**src/rtl/alu_op_sequencer.sv**
```systemverilog
// Control sequencer for the bit-sliced 16-bit ALU: opcode decode, status flags and shift-add MUL.
// Optional overflow flag (CIn_msb input, VFlag output) is built when ALUCTRL_OVF_EN is defined.
module alu_op_sequencer #(
  parameter int unsigned WIDTH = 16,
  parameter int unsigned CW    = 5
) (
  input  logic       Clock,
  input  logic       nReset,
  input  logic       Start,
  input  logic [3:0] Opcode,
  input  logic [3:0] ShAmt,
  input  logic       ShSrcB,
  input  logic       nZ_msb,
  input  logic       COut_msb,
  input  logic       AluMsb,
  input  logic       QLsb,
`ifdef ALUCTRL_OVF_EN
  input  logic       CIn_msb,
  output logic       VFlag,
`endif
  output logic       SUB,
  output logic       ZeroA,
  output logic       CIn,
  output logic       FAOut,
  output logic       AND,
  output logic       OR,
  output logic       XOR,
  output logic       NOT,
  output logic       NAND,
  output logic       NOR,
  output logic       Sh8,
  output logic       Sh4,
  output logic       Sh2,
  output logic       Sh1,
  output logic       ShB,
  output logic       ShL,
  output logic       ShR,
  output logic       ShOut,
  output logic       AccWr,
  output logic       MulShift,
  output logic       Busy,
  output logic       Done,
  output logic       Illegal,
  output logic       ZFlag,
  output logic       CFlag,
  output logic       NFlag
);

  typedef enum logic [2:0] {IDLE, EXEC, MCLR, MITER, FIN} state_t;

  typedef struct packed {
    logic sub, zeroa, cin, faout;
    logic land, lor, lxor, lnot, lnand, lnor;
    logic sh8, sh4, sh2, sh1, shb, shl, shr, shout;
    logic accwr, mulshift, busy, done, illegal, mul_step;
  } ctrl_t;

  state_t        state_q, state_d;
  ctrl_t         ctrl_q, ctrl_d;
  logic [3:0]    op_q, op_d;
  logic [CW-1:0] cnt_q, cnt_d;
  logic          z_q, z_d, c_q, c_d, n_q, n_d;
`ifdef ALUCTRL_OVF_EN
  logic          v_q, v_d;
`endif

  always_comb begin
    state_d = state_q;
    op_d    = op_q;
    cnt_d   = cnt_q;
    z_d     = z_q;
    c_d     = c_q;
    n_d     = n_q;
`ifdef ALUCTRL_OVF_EN
    v_d     = v_q;
`endif
    ctrl_d  = '0;

    case (state_q)
      IDLE: begin
        if (Start) begin
          op_d    = Opcode;
          state_d = (Opcode == 4'd14) ? MCLR : EXEC;
        end
      end
      EXEC: begin
        state_d = IDLE;
        if (op_q != 4'd15) begin
          z_d = ~nZ_msb;
          n_d = AluMsb;
        end
        if (op_q <= 4'd4 || op_q == 4'd13) begin
          c_d = COut_msb;
`ifdef ALUCTRL_OVF_EN
          v_d = COut_msb ^ CIn_msb;
`endif
        end
      end
      MCLR: begin
        state_d = MITER;
        cnt_d   = '0;
      end
      MITER: begin
        if (cnt_q == CW'(WIDTH - 1)) begin
          state_d = FIN;
          cnt_d   = '0;
        end else begin
          cnt_d = cnt_q + CW'(1);
        end
      end
      FIN: begin
        state_d = IDLE;
        z_d     = ~nZ_msb;
        n_d     = AluMsb;
        c_d     = COut_msb;
`ifdef ALUCTRL_OVF_EN
        v_d     = 1'b0;
`endif
      end
      default: state_d = IDLE;
    endcase

    // Controls are decoded for the state being entered so they leave the flops clean.
    case (state_d)
      EXEC: begin
        ctrl_d.busy    = 1'b1;
        ctrl_d.done    = 1'b1;
        ctrl_d.accwr   = (op_d != 4'd13) && (op_d != 4'd15);
        ctrl_d.illegal = (op_d == 4'd15);
        case (op_d)
          4'd0:  ctrl_d.faout = 1'b1;
          4'd1:  begin ctrl_d.faout = 1'b1; ctrl_d.cin = c_q; end
          4'd2, 4'd13: begin
            ctrl_d.faout = 1'b1; ctrl_d.sub = 1'b1; ctrl_d.cin = 1'b1;
          end
          4'd3:  begin ctrl_d.faout = 1'b1; ctrl_d.sub = 1'b1; ctrl_d.cin = c_q; end
          4'd4:  begin
            ctrl_d.faout = 1'b1; ctrl_d.sub = 1'b1; ctrl_d.zeroa = 1'b1; ctrl_d.cin = 1'b1;
          end
          4'd5:  ctrl_d.land  = 1'b1;
          4'd6:  ctrl_d.lor   = 1'b1;
          4'd7:  ctrl_d.lxor  = 1'b1;
          4'd8:  ctrl_d.lnot  = 1'b1;
          4'd9:  ctrl_d.lnand = 1'b1;
          4'd10: ctrl_d.lnor  = 1'b1;
          4'd11, 4'd12: begin
            ctrl_d.shout = 1'b1;
            ctrl_d.shl   = (op_d == 4'd11);
            ctrl_d.shr   = (op_d == 4'd12);
            ctrl_d.sh8   = ShAmt[3];
            ctrl_d.sh4   = ShAmt[2];
            ctrl_d.sh2   = ShAmt[1];
            ctrl_d.sh1   = ShAmt[0];
            ctrl_d.shb   = ShSrcB;
          end
          default: ;
        endcase
      end
      MCLR: begin
        ctrl_d.busy  = 1'b1;
        ctrl_d.zeroa = 1'b1;
        ctrl_d.faout = 1'b1;
        ctrl_d.accwr = 1'b1;
      end
      MITER: begin
        ctrl_d.busy     = 1'b1;
        ctrl_d.mulshift = 1'b1;
        ctrl_d.mul_step = 1'b1;
      end
      FIN: begin
        ctrl_d.busy = 1'b1;
        ctrl_d.done = 1'b1;
      end
      default: ;
    endcase
  end

  always_ff @(posedge Clock or negedge nReset) begin
    if (!nReset) begin
      state_q <= IDLE;
      ctrl_q  <= '0;
      op_q    <= '0;
      cnt_q   <= '0;
      z_q     <= 1'b0;
      c_q     <= 1'b0;
      n_q     <= 1'b0;
`ifdef ALUCTRL_OVF_EN
      v_q     <= 1'b0;
`endif
    end else begin
      state_q <= state_d;
      ctrl_q  <= ctrl_d;
      op_q    <= op_d;
      cnt_q   <= cnt_d;
      z_q     <= z_d;
      c_q     <= c_d;
      n_q     <= n_d;
`ifdef ALUCTRL_OVF_EN
      v_q     <= v_d;
`endif
    end
  end

  // During MITER the add is qualified by the datapath's registered Q LSB.
  assign FAOut    = ctrl_q.faout | (ctrl_q.mul_step & QLsb);
  assign AccWr    = ctrl_q.accwr | (ctrl_q.mul_step & QLsb);
  assign SUB      = ctrl_q.sub;
  assign ZeroA    = ctrl_q.zeroa;
  assign CIn      = ctrl_q.cin;
  assign AND      = ctrl_q.land;
  assign OR       = ctrl_q.lor;
  assign XOR      = ctrl_q.lxor;
  assign NOT      = ctrl_q.lnot;
  assign NAND     = ctrl_q.lnand;
  assign NOR      = ctrl_q.lnor;
  assign Sh8      = ctrl_q.sh8;
  assign Sh4      = ctrl_q.sh4;
  assign Sh2      = ctrl_q.sh2;
  assign Sh1      = ctrl_q.sh1;
  assign ShB      = ctrl_q.shb;
  assign ShL      = ctrl_q.shl;
  assign ShR      = ctrl_q.shr;
  assign ShOut    = ctrl_q.shout;
  assign MulShift = ctrl_q.mulshift;
  assign Busy     = ctrl_q.busy;
  assign Done     = ctrl_q.done;
  assign Illegal  = ctrl_q.illegal;
  assign ZFlag    = z_q;
  assign CFlag    = c_q;
  assign NFlag    = n_q;
`ifdef ALUCTRL_OVF_EN
  assign VFlag    = v_q;
`endif

endmodule

```
**config.mk**
```make
export PLATFORM = sky130hd
export DESIGN_NAME = alu_op_sequencer
export DESIGN_NICKNAME = d
export VERILOG_FILES = /design/src/rtl/alu_op_sequencer.sv
export SDC_FILE = /design/constraint.sdc
export NUM_CORES = 1
export LEC_CHECK = 0
export CELL_PAD_IN_SITES_DETAIL_PLACEMENT = 0
export CELL_PAD_IN_SITES_GLOBAL_PLACEMENT = 2
export CORE_MARGIN = 5
export CORE_UTILIZATION = 32
export CTS_CLUSTER_SIZE = 28
export DETAILED_ROUTE_END_ITERATION = 12
export HOLD_SLACK_MARGIN = 0.1
export PLACE_DENSITY_LB_ADDON = 0.1
export SLEW_MARGIN = 20
export SYNTH_ARGS = -nofsm -noshare
export SYNTH_HDL_FRONTEND = slang
export SYNTH_SLANG_ARGS = --single-unit
```
**constraint.sdc**
```tcl
create_clock -name Clock -period 3.25 [get_ports Clock]
set_input_delay 0.8125 -clock Clock [delete_from_list [all_inputs] [get_ports Clock]]
set_output_delay 0.8125 -clock Clock [all_outputs]
set_load 0.03 [all_outputs]
```
==> metrics.md <==
| Metric | Value |
|---|---|
| GR Overflow Total | 0 |
| Clock transition at path regs | 0.08 ns |
| Tmin final | slightly below 3 ns |
| CP Max Fanout | 2 |
| Ys async rst share | 1.00 |
| Max Slew Vio Count | 0 |
| Slew at the pin with the worst max-slew slack | approximately 0.82 ns |
| Worst VDD drop | between 300 and 400 uV |
| Element type at the critical path start | input port |
| Power per cell area | between 600 and 700 nW/um2 |
| FF-to-FF path depth | 4 |
| Post-CTS Setup Bufs | 0 |
| Crit. End Element | output pin |
| CTS tree | yes |
| Cell area after synthesis | roughly 1700 um2 |
| Fmax achieved | ~0.35 GHz |
| Clk root buf | clkbuf_8 |
| Final Hold Fails | 0 |
| RSZ-0062 raised after global routing | false |
| Residual DRC | 0 |
| Required time worst endpoint | 2.44 ns |
| First-pass GRT wire length | between 6 and 7 mm |
| Slack of the critical path | 0.363 ns |
| ANT nets after route | 0 |
| Sequential area share after synthesis | 0.572 |
| Largest net degree at the start of global routing | 39 |
| Port bufs | just over 40 |
| Synthesized net count | 175 |
| Synth cell types | 39 |
| HPWL Detailed | roughly 2.7 mm |
| Starting Density | 0.328 |
| Cells after Synth | 158 |
| FF-to-FF End | Sh1$_DFF_PN0_ |
| Fin nets | 216 |
| Layout cell share with drive strength beyond 1 | 0.0800 |
| Routed vias | roughly 1300 |
| EDFF count, synth | 0 |
| Gpl congestion | 0.794 |
| P&R area growth vs syn | 35.7% |
| Max-cap viol count | 0 |
| Worst-Skew Late Latency | ~0.28 ns |
| Run status | finished clean |
| Wire per inst | roughly 14 um |
| Most frequent cells in the layout | clkdlybuf4s50_1, dfrtp_1, nand2_1 |
| Most common cell after layout, fill and taps aside | clkdlybuf4s50_1 |
| # rows | 26 |
| End of the critical path | AccWr |
| Final Cycle Share | 0.888 |
| Total power | 1500 uW |
| Syn avg cell area | between 10 and 15 um2 |
| CP arrival | 2.07 ns |
| Slew headroom | 0.450 |
| Reg2Reg Setup Slack | ~1.4 ns |
| CTS sink count | 38 |
| Synth Register Bits | 38 |
| H-Tree Depth | 2 |
| Fin cells | 270 |
| GRT Total Usage | 0.124 |
| Vias in the first global route | around 1300 |
| DR vias/cell | slightly below 5 |
| Initial antenna violation count | 0 |
| Placed cells | about 260 |
| Iteration-0 DRC Markers | 57 |
| Die X | 82.1 um |
| Final Setup Violations | 0 |
| Hold_buf cts | 0 |
| Kind of critical path | in2out |
| Worst r2r src | state_q[0]$_DFF_PN0_ |
| Drt pass-1 iters | 4 |
| CORE AREA | slightly above 5000 um2 |
| Main synth FF type | dfrtp_1 |
| Number of I/O pins | 42 |
| N_diodes | 0 |
| Crit. Startpoint | QLsb |
| Max clock buf depth | 2 |
| TNS Setup | 0 ns |
| Yosys warnings | 0 |
| Post-cts resize count | 0 |
| Die area | approximately 6700 um2 |
| Hold Path Class | reg2reg |
| Die extent in y | just over 80 um |
| Clock Skew | between 0.005 and 0.006 ns |
| Leakage power | 0.000968 uW |
| TritonCTS buffer count | 5 |
| Total wire length | ~3.8 mm |
| Post-place setup slack | 0.360 ns |
[per-stage QoR]
step	hold WS (ns)	utilization	area, um2
after detailed placement	0.506	0.417	2120
after global routing	0.542	0.445	2260
after floorplan	0.468	-	1660
final	0.522	0.445	2260
after global placement	0.502	0.417	2120
after CTS	0.526	0.445	2260
[critical path, stage by stage]
cell and delay (ns):
clkdlybuf4s50_1 0.48, a21o_1 0.11, clkdlybuf4s50_1 0.67
[registers in the layout, indices dropped and copies added, names as in the netlist, 3 cells and up]
register	count
op_q	4
state_q	3
cnt_q	5
ctrl_q	3
[report_power, final]
group	switching, uW	internal (uW)	total, uW
registers	93.9	553	647
clock network	175	308	483
logic	201	171	372
total	470	1030	1500
[worst min-delay path by stage]
stage               slack (ns)            startpoint  cells after the start                    to
finish                    0.52  cnt_q[0]$_DFFE_PN0P_                      1  cnt_q[0]$_DFFE_PN0P_
global placement          0.50  cnt_q[1]$_DFFE_PN0P_                      2  cnt_q[1]$_DFFE_PN0P_
CTS                       0.53  cnt_q[0]$_DFFE_PN0P_                      1  cnt_q[0]$_DFFE_PN0P_
floorplan                 0.47  cnt_q[3]$_DFFE_PN0P_                      1  cnt_q[3]$_DFFE_PN0P_
detailed placement        0.51  cnt_q[1]$_DFFE_PN0P_                      2  cnt_q[1]$_DFFE_PN0P_
global route              0.54  cnt_q[0]$_DFFE_PN0P_                      1  cnt_q[0]$_DFFE_PN0P_
[cell usage after synthesis, types with 3 or more instances]
library cell,instances,area [um2]
nand2_1,20,75.1
nand2b_1,5,31.3
and2_1,7,43.8
nor3_1,3,15.0
and3_1,3,18.8
a21oi_1,6,30.0
clkbuf_1,3,11.3
buf_2,3,15.0
o22ai_1,6,37.5
nor2b_1,4,25.0
dfrtp_1,38,951
nor2_1,13,48.8
nand3_1,7,35.0
o21ai_0,6,30.0
a211oi_1,3,22.5
[layer usage]
metal / vias to the layer above / routed length, um / GRT usage / part of all wire
li1: 636 / - / - / -
met1: 637 / 1810 / 0.168 / 0.48
met2: 30 / 1790 / 0.192 / 0.47
met3: 2 / 178 / 0.0329 / 0.047
met4: 0 / 20 / 0.0399 / 0.0053
met5: - / 0 / 0 / 0
[cells by family (layout without fill, tap and decap cells)]
group,after synthesis,after routing,synth area share
and+or+nand+nor,73,73,0.245
DFF,38,38,0.572
AOI/OAI and AO/OA,36,36,0.144
buffers and inverters,9,51,0.0271
adders and majority gates,1,1,0.00752
xor gates and xnor gates,1,1,0.00527
[cell type report]
cell class                      instances  area, um2
Multi-Input combinational cell        111        667
Inverter                                2       7.51
Clock inverter                          3       68.8
Clock buffer                            5       68.8
Tap cell                               70       87.6
Fill cell                             512       2820
Timing Repair Buffer                   41        405
Sequential cell                        38        951
Power figures use the tool's default switching activity.
